File: src/rtl/img_crop_pkg.sv
// Shared types and defaults for the img_crop region-of-interest crop stage.
package img_crop_pkg;

    localparam int unsigned COORD_WIDTH_DEF = 13;

    typedef enum logic {
        WAIT_SOF = 1'b0,
        ACTIVE   = 1'b1
    } crop_state_t;

    typedef struct packed {
        logic [COORD_WIDTH_DEF-1:0] x0;
        logic [COORD_WIDTH_DEF-1:0] y0;
        logic [COORD_WIDTH_DEF-1:0] w;
        logic [COORD_WIDTH_DEF-1:0] h;
    } crop_win_t;

endpackage

File: src/rtl/img_crop_out_reg.sv
// One-entry AXI4-Stream output register; accepts a new beat whenever it is
// empty or being drained this cycle, and never while reset is asserted.
module img_crop_out_reg #(
    parameter int unsigned TDATA_WIDTH   = 16,
    parameter int unsigned TDATA_WIDTH_B = 2
) (
    input  logic                     clk_i,
    input  logic                     rst_i,
    input  logic                     load_i,
    input  logic [TDATA_WIDTH-1:0]   tdata_i,
    input  logic [TDATA_WIDTH_B-1:0] tstrb_i,
    input  logic [TDATA_WIDTH_B-1:0] tkeep_i,
    input  logic                     tlast_i,
    input  logic                     tuser_i,
    input  logic                     tid_i,
    input  logic                     tdest_i,
    output logic                     in_ready_c_o,
    output logic [TDATA_WIDTH-1:0]   tdata_o,
    output logic [TDATA_WIDTH_B-1:0] tstrb_o,
    output logic [TDATA_WIDTH_B-1:0] tkeep_o,
    output logic                     tvalid_o,
    output logic                     tlast_o,
    output logic                     tuser_o,
    output logic                     tid_o,
    output logic                     tdest_o,
    input  logic                     tready_i
);

    localparam int unsigned PW = TDATA_WIDTH + 2 * TDATA_WIDTH_B + 4;

    logic          valid_q, valid_d;
    logic [PW-1:0] pay_q, pay_d;
    logic          ready_c;

    assign ready_c      = rst_i && (!valid_q || tready_i);
    assign in_ready_c_o = ready_c;

    always_comb begin
        valid_d = valid_q;
        pay_d   = pay_q;
        if (ready_c) begin
            valid_d = load_i;
            if (load_i) begin
                pay_d = {tdata_i, tstrb_i, tkeep_i, tlast_i, tuser_i, tid_i, tdest_i};
            end
        end
    end

    always_ff @(posedge clk_i or negedge rst_i) begin
        if (!rst_i) begin
            valid_q <= 1'b0;
            pay_q   <= '0;
        end else begin
            valid_q <= valid_d;
            pay_q   <= pay_d;
        end
    end

    assign tvalid_o = valid_q;
    assign {tdata_o, tstrb_o, tkeep_o, tlast_o, tuser_o, tid_o, tdest_o} = pay_q;

endmodule

File: src/rtl/img_crop.sv
// Region-of-interest crop: tracks (x,y) from tuser/tlast, keeps beats inside a
// per-frame shadow window and regenerates tuser/tlast for the cropped frame.
module img_crop
    import img_crop_pkg::*;
#(
    parameter int unsigned PX_WIDTH      = 10,
    parameter int unsigned TDATA_WIDTH   = 16,
    parameter int unsigned TDATA_WIDTH_B = 2,
    parameter int unsigned COORD_WIDTH   = COORD_WIDTH_DEF
) (
    input  logic                     clk_i,
    input  logic                     rst_i,
    input  logic [COORD_WIDTH-1:0]   crop_x0_i,
    input  logic [COORD_WIDTH-1:0]   crop_y0_i,
    input  logic [COORD_WIDTH-1:0]   crop_w_i,
    input  logic [COORD_WIDTH-1:0]   crop_h_i,
    input  logic [TDATA_WIDTH-1:0]   video_i_tdata,
    input  logic [TDATA_WIDTH_B-1:0] video_i_tstrb,
    input  logic [TDATA_WIDTH_B-1:0] video_i_tkeep,
    input  logic                     video_i_tvalid,
    input  logic                     video_i_tlast,
    input  logic                     video_i_tuser,
    input  logic                     video_i_tid,
    input  logic                     video_i_tdest,
    output logic                     video_i_tready,
    output logic [TDATA_WIDTH-1:0]   video_o_tdata,
    output logic [TDATA_WIDTH_B-1:0] video_o_tstrb,
    output logic [TDATA_WIDTH_B-1:0] video_o_tkeep,
    output logic                     video_o_tvalid,
    output logic                     video_o_tlast,
    output logic                     video_o_tuser,
    output logic                     video_o_tid,
    output logic                     video_o_tdest,
    input  logic                     video_o_tready
);

    localparam int unsigned CW = COORD_WIDTH;
    localparam logic [CW-1:0] COORD_MAX = '1;

    // The window struct is fixed at the package coordinate width.
    if ((PX_WIDTH > TDATA_WIDTH) || (COORD_WIDTH != COORD_WIDTH_DEF)) begin : g_param_check
        $error("img_crop: unsupported PX_WIDTH or COORD_WIDTH");
    end

    crop_state_t   state_q, state_d;
    crop_win_t     win_q, win_d, win_c;
    logic [CW-1:0] x_q, x_d, y_q, y_d, x_c, y_c;
    logic [CW:0]   x_end_c, y_end_c;
    logic          in_ready_c, accept_c, sof_c;
    logic          keep_c, out_user_c, out_last_c;

    assign accept_c = video_i_tvalid && in_ready_c;
    assign sof_c    = accept_c && video_i_tuser;

    // Next state, counters, shadow window and keep decision for the current beat.
    always_comb begin
        state_d    = state_q;
        win_d      = win_q;
        x_d        = x_q;
        y_d        = y_q;
        win_c      = win_q;
        x_c        = x_q;
        y_c        = y_q;
        x_end_c    = '0;
        y_end_c    = '0;
        keep_c     = 1'b0;
        out_user_c = 1'b0;
        out_last_c = 1'b0;

        // A tuser beat is (0,0) and is judged against the freshly sampled window.
        if (sof_c) begin
            win_c = '{x0: crop_x0_i, y0: crop_y0_i, w: crop_w_i, h: crop_h_i};
            x_c   = '0;
            y_c   = '0;
        end
        x_end_c = (CW+1)'(win_c.x0) + (CW+1)'(win_c.w);
        y_end_c = (CW+1)'(win_c.y0) + (CW+1)'(win_c.h);

        case (state_q)
            WAIT_SOF: if (sof_c) state_d = ACTIVE;
            ACTIVE:   state_d = ACTIVE;
            default:  state_d = WAIT_SOF;
        endcase

        if (accept_c && ((state_q == ACTIVE) || video_i_tuser)) begin
            win_d      = win_c;
            keep_c     = (x_c >= win_c.x0) && ((CW+1)'(x_c) < x_end_c) &&
                         (y_c >= win_c.y0) && ((CW+1)'(y_c) < y_end_c);
            out_user_c = (x_c == win_c.x0) && (y_c == win_c.y0);
            out_last_c = ((CW+1)'(x_c) == (x_end_c - (CW+1)'(1))) || video_i_tlast;
            if (video_i_tlast) begin
                x_d = '0;
                y_d = (y_c == COORD_MAX) ? y_c : y_c + CW'(1);
            end else begin
                x_d = (x_c == COORD_MAX) ? x_c : x_c + CW'(1);
                y_d = y_c;
            end
        end
    end

    always_ff @(posedge clk_i or negedge rst_i) begin
        if (!rst_i) begin
            state_q <= WAIT_SOF;
            win_q   <= '0;
            x_q     <= '0;
            y_q     <= '0;
        end else begin
            state_q <= state_d;
            win_q   <= win_d;
            x_q     <= x_d;
            y_q     <= y_d;
        end
    end

    img_crop_out_reg #(
        .TDATA_WIDTH   (TDATA_WIDTH),
        .TDATA_WIDTH_B (TDATA_WIDTH_B)
    ) u_out_reg (
        .clk_i        (clk_i),
        .rst_i        (rst_i),
        .load_i       (keep_c),
        .tdata_i      (video_i_tdata),
        .tstrb_i      (video_i_tstrb),
        .tkeep_i      (video_i_tkeep),
        .tlast_i      (out_last_c),
        .tuser_i      (out_user_c),
        .tid_i        (video_i_tid),
        .tdest_i      (video_i_tdest),
        .in_ready_c_o (in_ready_c),
        .tdata_o      (video_o_tdata),
        .tstrb_o      (video_o_tstrb),
        .tkeep_o      (video_o_tkeep),
        .tvalid_o     (video_o_tvalid),
        .tlast_o      (video_o_tlast),
        .tuser_o      (video_o_tuser),
        .tid_o        (video_o_tid),
        .tdest_o      (video_o_tdest),
        .tready_i     (video_o_tready)
    );

    assign video_i_tready = in_ready_c;

endmodule
File: config.mk
export PLATFORM = sky130hd
export DESIGN_NAME = img_crop
export DESIGN_NICKNAME = d
export VERILOG_FILES = /design/src/rtl/img_crop_pkg.sv /design/src/rtl/img_crop_out_reg.sv /design/src/rtl/img_crop.sv
export SDC_FILE = /design/constraint.sdc
export NUM_CORES = 1
export LEC_CHECK = 0
export CORE_ASPECT_RATIO = 0.75
export CORE_MARGIN = 3
export CORE_UTILIZATION = 40
export CTS_CLUSTER_SIZE = 10
export DETAILED_ROUTE_END_ITERATION = 10
export GPL_TIMING_DRIVEN = 0
export SKIP_CTS_REPAIR_TIMING = 1
export SKIP_LAST_GASP = 1
export SLEW_MARGIN = 30
export SYNTH_ARGS = -nofsm -noshare
export SYNTH_HDL_FRONTEND = slang
export SYNTH_SLANG_ARGS = --single-unit
export TNS_END_PERCENT = 1
File: constraint.sdc
create_clock -name clk_i -period 7.4 [get_ports clk_i]
set_input_delay 1.48 -clock clk_i [delete_from_list [all_inputs] [get_ports clk_i]]
set_output_delay 1.48 -clock clk_i [all_outputs]
set_load 0.005 [all_outputs]
==> impl_metrics.json <==
{
  "port-buffer-count": 105,
  "grt_start_max_net_pins": 71,
  "reg2regPathDepth": 31,
  "cp.arrival_ns": 7.43,
  "irDropWorstVdd_uv": 131,
  "routed_via_density": 5.17,
  "r2r_start": "u_out_reg.tvalid_o$_DFFE_PN0N_",
  "hold_depth": 2,
  "clkLatencyLatePin_ns": 0.36,
  "ys.flop_type": "dfrtp_1",
  "tns_ns": 0,
  "fill_cells": 1722,
  "finalClockSkew_ns": 0.00957,
  "area_growth_syn_to_layout_pct": 26.3,
  "yosys_warnings": 0,
  "cpMostUsedCell": "a21oi_2",
  "rrSetupSlack_ns": 1.44,
  "dp_cells": 1222,
  "clockBufferDepth": 2,
  "seq_area_frac_synth_pct": 34.4,
  "min_period_ns": 7.17,
  "diodes": 0,
  "async_flop_share_pct": 100,
  "relSlewSlack_pct": 60.5,
  "r2r-end": "u_out_reg.pay_q[9]$_DFFE_PN0P_",
  "root_buffer": "clkbuf_16",
  "grt_pass1_vias": 6079,
  "synthDistinctLibCells": 69,
  "setup_violations": 0,
  "power_mw": 2.02,
  "cp-end-kind": "register",
  "drv_slew": 0,
  "drt-initial-drc-count": 506,
  "syn_area_mm2": 0.00756,
  "layout.cells.non_filler": 1250,
  "tightest_slew_ns": 0.578,
  "cts_tree": "built",
  "drive_gt1_share_pct": 10.1,
  "cap_violations": 0,
  "hold_violations": 0,
  "synth.avg_cell_area_um2": 8.65,
  "cp_data_required_time_ns": 7.65,
  "clk_pin_slew_ns": 0.08,
  "synth_enable_flop_cells": 0,
  "power.leakage_nw": 4.90,
  "netlist_instances": 874,
  "cpPeakStageDelay_ns": 0.52,
  "place_congestion": 0.884,
  "die_h_um": 125,
  "syn_nets": 1034,
  "min_from": "win_q[23]$_DFFE_PN0P_",
  "drc": 0,
  "cts_sinks": 104,
  "critical_path_class": "in -> reg",
  "power_density_mw_per_mm2": 212,
  "hold_class": "reg -> reg",
  "die_w_um": 165,
  "core_mm2": 0.0181,
  "start_kind": "input port",
  "outcome": "finished clean",
  "grt_use_total_pct": 19.7,
  "start_util_pct": 41.8,
  "period_share_pct": 96.9,
  "num_vias": 6458,
  "dieArea_mm2": 0.0206,
  "min_to": "win_q[23]$_DFFE_PN0P_",
  "h-tree-depth": 3,
  "placementRows": 42,
  "antenna_found_initial": 0,
  "grt.overflow.total": 0,
  "hpwl_um": 15800,
  "ys_ff_latch": 104,
  "max_freq_mhz": 139,
  "crit_slowest_cell": "clkdlybuf4s50_1",
  "layout.nets": 1163,
  "routed_wl_um": 20800,
  "num_io_pins": 106,
  "wl_per_cell_um": 16.7,
  "dr.pass1.iters": 5,
  "grt_pass1_wl_um": 32100,
  "drtAntennaViolNets": 0,
  "numCtsBuffers": 9,
  "cp_max_fo": 10
}
-- worst max-delay path: cells and delay by family --
family                     cells  cell delay (ns)
AOI/OAI and AO/OA             11             1.97
xor gates and xnor gates       1             0.14
adders and majority gates      3             0.77
buffers and inverters          7             1.57
muxes                          1             0.29
and+or+nand+nor                9             1.17
-- cell usage in the layout (no fill, tap or decap), types with 4 or more instances in the layout --
| cell type | synthesis | layout |
|---|---|---|
| mux2_2 | 6 | 6 |
| ha_1 | 78 | 77 |
| nand2_1 | 248 | 247 |
| nor4_1 | 6 | 6 |
| clkbuf_16 | 0 | 13 |
| a31oi_1 | 6 | 5 |
| clkbuf_2 | 0 | 4 |
| a21oi_1 | 30 | 23 |
| o21bai_1 | 6 | 6 |
| nand3_1 | 16 | 16 |
| a21oi_2 | 0 | 6 |
| a21o_1 | 14 | 14 |
| mux2_4 | 18 | 18 |
| clkbuf_1 | 23 | 13 |
| and2_1 | 18 | 18 |
| a32o_1 | 9 | 9 |
| nor2b_1 | 6 | 6 |
| inv_1 | 48 | 48 |
| o21ai_0 | 37 | 34 |
| nor2_1 | 31 | 30 |
| xor2_1 | 20 | 20 |
| dfrtp_1 | 104 | 104 |
| nand4_1 | 12 | 12 |
| and3_1 | 15 | 15 |
| buf_4 | 0 | 13 |
| nor3_1 | 11 | 10 |
| o21ai_1 | 2 | 5 |
| o21a_1 | 12 | 12 |
| clkdlybuf4s50_1 | 0 | 103 |
| nand2b_1 | 6 | 6 |
| xnor2_1 | 27 | 25 |
-- power breakdown --
group / internal [mW] / total, mW / switching, mW
registers: 0.630 / 0.656 / 0.0256
clock network: 0.232 / 0.469 / 0.237
logic: 0.394 / 0.896 / 0.502
total: 1.26 / 2.02 / 0.764
-- worst max-delay path by stage --
stage,end,from,cells after the start,slack [ns]
floorplan,u_out_reg.pay_q[10]$_DFFE_PN0P_,rst_i,32,0.53
global placement,u_out_reg.pay_q[19]$_DFFE_PN0P_,rst_i,33,-6.03
detailed placement,u_out_reg.pay_q[21]$_DFFE_PN0P_,video_i_tvalid,30,-1.84
CTS,u_out_reg.pay_q[18]$_DFFE_PN0P_,video_i_tvalid,30,-1.47
global route,u_out_reg.pay_q[9]$_DFFE_PN0P_,video_i_tuser,29,-0.03
finish,u_out_reg.pay_q[9]$_DFFE_PN0P_,video_i_tuser,32,0.23
-- synth_stat cells, types with 9 or more instances --
cell type / count / area share, %
a21o_1: 14 / 1.4
a21oi_1: 30 / 2.0
a32o_1: 9 / 1.2
and2_1: 18 / 1.5
and3_1: 15 / 1.2
clkbuf_1: 23 / 1.1
dfrtp_1: 104 / 34
ha_1: 78 / 13
inv_1: 48 / 2.4
mux2_4: 18 / 3.6
nand2_1: 248 / 12
nand3_1: 16 / 1.1
nand4_1: 12 / 0.99
nor2_1: 31 / 1.5
nor3_1: 11 / 0.73
o21a_1: 12 / 1.2
o21ai_0: 37 / 2.5
xnor2_1: 27 / 3.1
xor2_1: 20 / 2.3
-- layer usage --
layer  vias up  GRT usage, %  share of wire, %  wire, um
li1       3267             -                 -         -
met1      3024          32.7                54     11300
met2       153          26.2                38      7990
met3        14          3.77               6.4      1330
met4         0          3.55              0.92       192
met5         -             0                 0         0
-- cell families after synthesis --
logic type | after synthesis | share of synthesized area [%]
buffers and inverters | 77 | 4.27
DFF | 104 | 34.4
muxes | 27 | 4.87
AOI/OAI and AO/OA | 150 | 13.7
and+or+nand+nor | 384 | 22.6
adders and majority gates | 82 | 13.7
xor gates and xnor gates | 50 | 6.34
-- final cells by class --
type                    count  area (um2)  share of cell area [%]
inverters                  49         184                    1.93
clock buffers               9         225                    2.36
well taps                 242         303                    3.17
multi-input cells         693        4730                    49.6
clock inverters             7        55.1                   0.577
repair buffers            119        1270                    13.3
plain buffers              27         178                    1.86
flip-flops and latches    104        2600                    27.3
-- metrics by stage --
stage                     cell area (um2)  util, %  worst slack [ns]  hold slack [ns]
after floorplan                      7560        -             0.527            0.439
final                                9540     52.8             0.229            0.471
after detailed placement             8950     49.5             -1.84            0.456
after CTS                            9230     51.1             -1.47            0.474
after global placement               8910     49.3             -6.03            0.450
after global routing                 9540     52.8           -0.0252            0.483
-- flip-flops by register name, indices dropped and copies added, names as in the netlist --
name / count
state_q: 1
u_out_reg.pay_q: 24
u_out_reg.tvalid_o: 1
win_q: 52
x_q: 13
y_q: 13
(Power assumes the default switching activity.)
